File: src/rtl/flush_ctrl.sv
// Pipeline flush / fetch redirect controller. Accepts taken-branch, jump and
// exception events from EX while idle, holds flush_o and keeps the redirect up
// until fetch takes it.
module flush_ctrl #(
   parameter int unsigned FLUSH_CYCLES = 1,
   parameter int unsigned CNT_W        = 16
) (
   input  logic              clk,
   input  logic              rst,
   input  logic              ex_valid_i,
   input  logic              ex_branch_i,
   input  logic              ex_taken_i,
   input  logic              ex_jump_i,
   input  logic [31:0]       ex_target_i,
   input  logic              exc_valid_i,
   input  logic [31:0]       trap_vec_i,
   input  logic              fetch_ready_i,
   output logic              flush_o,
   output logic              redirect_valid_o,
   output logic [31:0]       redirect_pc_o,
   output logic              misalign_o,
   output logic              busy_o,
   output logic [CNT_W-1:0]  flush_count_o
);

   typedef enum logic [1:0] {
      IDLE  = 2'd0,
      FLUSH = 2'd1,
      WAIT  = 2'd2
   } state_e;

   localparam logic [3:0] CNT_INIT = 4'(FLUSH_CYCLES - 1);

   state_e            state_q;
   logic [3:0]        cnt_q;
   logic              flush_q;
   logic              rv_q;
   logic [31:0]       pc_q;
   logic              misalign_q;
   logic [CNT_W-1:0]  count_q;

   logic              exc_ev;
   logic              ctl_ev;
   logic              misalign_d;
   logic [31:0]       target_d;

   // Event decode; only consulted in IDLE, later events are wrong-path.
   always_comb begin
      exc_ev     = ex_valid_i & exc_valid_i;
      ctl_ev     = ex_valid_i & ((ex_branch_i & ex_taken_i) | ex_jump_i);
      misalign_d = ctl_ev & ~exc_ev & (ex_target_i[1:0] != 2'b00);
      target_d   = (exc_ev | misalign_d) ? trap_vec_i : ex_target_i;
   end

   always_ff @(posedge clk) begin
      if (rst) begin
         state_q    <= IDLE;
         cnt_q      <= 4'd0;
         flush_q    <= 1'b0;
         rv_q       <= 1'b0;
         pc_q       <= 32'd0;
         misalign_q <= 1'b0;
         count_q    <= '0;
      end else begin
         misalign_q <= 1'b0;
         unique case (state_q)
            IDLE: begin
               if (exc_ev | ctl_ev) begin
                  state_q    <= FLUSH;
                  cnt_q      <= CNT_INIT;
                  flush_q    <= 1'b1;
                  rv_q       <= 1'b1;
                  pc_q       <= target_d;
                  misalign_q <= misalign_d;
                  if (count_q != '1) count_q <= count_q + 1'b1;
               end
            end
            FLUSH: begin
               // rv_q low here means fetch already took the redirect earlier.
               if (rv_q & fetch_ready_i) rv_q <= 1'b0;
               if (cnt_q != 4'd0) begin
                  cnt_q <= cnt_q - 4'd1;
               end else begin
                  flush_q <= 1'b0;
                  if (!rv_q || fetch_ready_i) state_q <= IDLE;
                  else                        state_q <= WAIT;
               end
            end
            WAIT: begin
               if (fetch_ready_i) begin
                  rv_q    <= 1'b0;
                  state_q <= IDLE;
               end
            end
            default: begin
               state_q <= IDLE;
               flush_q <= 1'b0;
               rv_q    <= 1'b0;
            end
         endcase
      end
   end

   assign flush_o          = flush_q;
   assign redirect_valid_o = rv_q;
   assign redirect_pc_o    = pc_q;
   assign misalign_o       = misalign_q;
   assign busy_o           = (state_q != IDLE);
   assign flush_count_o    = count_q;

endmodule

File: config.mk
export PLATFORM = sky130hd
export DESIGN_NAME = flush_ctrl
export DESIGN_NICKNAME = d
export VERILOG_FILES = /design/src/rtl/flush_ctrl.sv
export SDC_FILE = /design/constraint.sdc
export NUM_CORES = 1
export LEC_CHECK = 0
export CORE_MARGIN = 10
export CORE_UTILIZATION = 35
export DETAILED_ROUTE_END_ITERATION = 10
export PLACE_DENSITY = 0.7
export SYNTH_ARGS = -nofsm -noshare
export SYNTH_HDL_FRONTEND = slang
export SYNTH_SLANG_ARGS = --single-unit
File: constraint.sdc
create_clock -name clk -period 2.5 [get_ports clk]
set_input_delay 0.25 -clock clk [delete_from_list [all_inputs] [get_ports clk]]
set_output_delay 0.25 -clock clk [all_outputs]
set_load 0.05 [all_outputs]
==> flow_metrics.py <==
metrics = {
    "sta": {
        "max_freq_mhz": 506,
        "period_share_pct": 79.1,
        "grt_setup_unrepaired": "false",
        "finalClockSkew_ns": 0.00848,
        "hold_viol": 0,
        "tightest_slew_ns": 0.566,
        "tns_ns": 0,
        "worst_slack_ns": 0.523,
        "maxSlewHeadroom_pct": 61.7,
        "setup_viol": 0,
        "slew_violations": 0,
        "period_minus_slack_ns": 1.98,
    },
    "pwr": {
        "swShare_pct": 31.9,
        "power.density_mw_per_mm2": 586,
        "clkPwrFrac_pct": 31.9,
        "vdd_drop_max_mv": 0.336,
        "cellLeakagePower_nw": 1.50,
        "intPower_w": 0.00164,
        "power_frac_comb_pct": 26.8,
        "p_seq_share_pct": 41.4,
        "switching_power_w": 0.000768,
    },
    "cells_and_area": {
        "final_cell_mix": "clkdlybuf4s50_1 (122), nand2_1 (71), nor2_1 (57), dfxtp_1 (57), a311oi_1 (32)",
        "post-route-util_pct": 56.7,
        "area_growth_pct": 58.1,
        "final_cells": 545,
        "fin_nets": 515,
        "final_area_mm2": 0.00412,
        "final_common_cell": "clkdlybuf4s50_1",
        "antenna_cells": 0,
        "drive_above_1_share_pct": 7.62,
    },
    "hold_path": {
        "hold_start": "rst",
        "min_path_cells": 2,
        "whs_endpoint": "flush_count_o[10]",
        "hp-class": "in2reg",
    },
    "grt": {
        "antenna_found_initial": 0,
        "grt_use_met3_pct": 4.59,
        "grt_max_degree": 69,
        "grt_pass1_wl_mm": 13.8,
        "met1_usage_pct": 18.9,
        "top_usage_layer": "met2",
        "grt-ovfl-total": 0,
        "grt_use_met2_pct": 23.5,
        "grtUsageTotal_pct": 14.9,
        "grt_pass1_vias": 2666,
    },
    "worst_setup_path": {
        "slowest_delay_ns": 0.79,
        "reg2reg_to": "flush_count_o[15]",
        "critPathTopFamily": "buffers and inverters",
        "r2r-start": "flush_count_o[0]",
        "worstRegToRegCells": 6,
        "cp_cell_sequence": "or2_2, clkdlybuf4s50_1",
        "crit_required_ns": 2.25,
        "crit_buf_inv": 1,
        "critPathSlowestCell": "clkdlybuf4s50_1",
        "critical_path_class": "reg2out",
        "startpoint_type": "flop",
        "worst_ep_arrival_time_ns": 1.73,
        "cp-end-kind": "output pin",
        "setup.reg_to_reg.worst_slack_ns": 0.57,
        "path_max_fanout": 7,
        "cp.depth": 2,
    },
    "die": {
        "die_h_um": 106,
        "ioPinCount": 124,
        "die_x_um": 106,
        "die-area_mm2": 0.0113,
        "coreArea_mm2": 0.00725,
        "start_util_pct": 35.9,
        "rows": 31,
    },
    "placement": {
        "place_congestion": 0.800,
        "io_buffers": 123,
        "place_inst": 529,
        "place_hpwl_mm": 6.34,
        "placed_cell_area_mm2": 0.00394,
        "post-place-ws_ns": 0.305,
    },
    "logic_synthesis": {
        "synthFlopType": "dfxtp_1",
        "synth.distinct_cells": 43,
        "synth-seq-area-share_pct": 43.8,
        "yosys-top-cells-area": "dfxtp_1 (44%), a311oi_1 (11%), nand2_1 (10%), nor2_1 (8.2%), xnor2_1 (3.0%)",
        "synth_cells": 321,
        "ys_warn_count": 0,
        "yosys.area.top_type_share_pct": 43.8,
        "avgSynthCellArea_um2": 8.11,
        "synthesis.area_mm2": 0.00260,
        "synth_edf_count": 0,
        "yosys_register_bits": 57,
        "yosys.area.top_type": "dfxtp_1",
        "synth_nets": 395,
        "synthArstFlopShare_pct": 0,
    },
    "clocking": {
        "cts_buffer_depth": 2,
        "cts_tree": "built",
        "h-tree-depth": 3,
        "postCtsResizedCells": 0,
        "clock-root-buffer": "clkbuf_8",
        "clk-insertion-delay-late_ns": 0.33,
        "cts_sinks": 57,
        "cts_hold_buf": 0,
        "post_cts_buffers": 0,
        "cts-buffers-inserted": 9,
        "clk_pin_slew_ns": 0.07,
    },
    "detailed_routing": {
        "vias_per_cell": 5.07,
        "drtIter0Drc": 96,
        "ant_nets": 0,
        "first_pass_iters": 4,
        "routed_wl_mm": 8.70,
        "remaining_drc_errors": 0,
        "routedWlPerCell_um": 16.0,
        "num_vias": 2764,
    },
    "job": {
        "cap_viol_max_count": 0,
    },
    "run_status": {
        "status": "completed",
    },
}
==> metal layers <==
layer	share of wire (%)	up-vias
li1	-	1366
met1	46	1291
met2	45	96
met3	7.0	11
met4	1.1	0
met5	0	-
==> flip-flops by register name, summed over array words and instances (netlist names) <==
| register | count |
|---|---|
| redirect_pc_o | 32 |
| flush_count_o | 16 |
| cnt_q | 4 |
| state_q | 2 |
| flush_o | 1 |
| misalign_o | 1 |
| redirect_valid_o | 1 |
==> logic make-up after synthesis <==
logic type	Yosys count	synth area share (%)
adders and majority gates	2	0.961
and+or+nand+nor	173	30.7
xor gates and xnor gates	11	3.70
DFF	57	43.8
buffers and inverters	24	4.04
AOI/OAI and AO/OA	51	15.5
muxes	3	1.25
==> worst max path at each step <==
stage | start | endpoint | slack, ns
after global placement | ex_valid_i | flush_count_o[15] | 0.35
after detailed placement | ex_valid_i | flush_count_o[15] | 0.31
after CTS | state_q[0] | busy_o | 0.50
after global routing | state_q[0] | busy_o | 0.42
after floorplan | flush_count_o[0] | flush_count_o[15] | 0.18
final | state_q[0] | busy_o | 0.52
==> final cells by class <==
cell class                 count  area (um2)
sequential                    57        1140
clock buffer                  13         159
clock inverter                 3        15.0
fill                         687        3140
timing repair buffer         130        1300
inverter                       3        11.3
tap                           99         124
multi-input combinational    240        1360
==> power groups by stage <==
stage	clock network [W]	registers (W)	logic (W)
after floorplan	0	0.00121	0.000177
after global placement	0	0.00102	0.000643
after detailed placement	0	0.00102	0.000648
after CTS	0.000793	0.000998	0.000651
after global routing	0.000836	0.00100	0.000689
final	0.000768	0.000998	0.000645
==> synthesized netlist by cell type (all sizes together), types with 5 or more instances <==
cell type	instances
dfxtp	57
nand3	8
xnor2	9
nor2	57
nand2	72
clkbuf	15
a21oi	9
buf	6
nor3	12
a311oi	32
nand4	5
==> per-stage QoR <==
step	power (W)	hold WS, ns
after global placement	0.00166	0.482
after CTS	0.00244	0.324
after global routing	0.00253	0.357
final	0.00241	0.334
after floorplan	0.00139	0.327
after detailed placement	0.00167	0.491
Note: power is estimated with default switching activity, not from simulation.
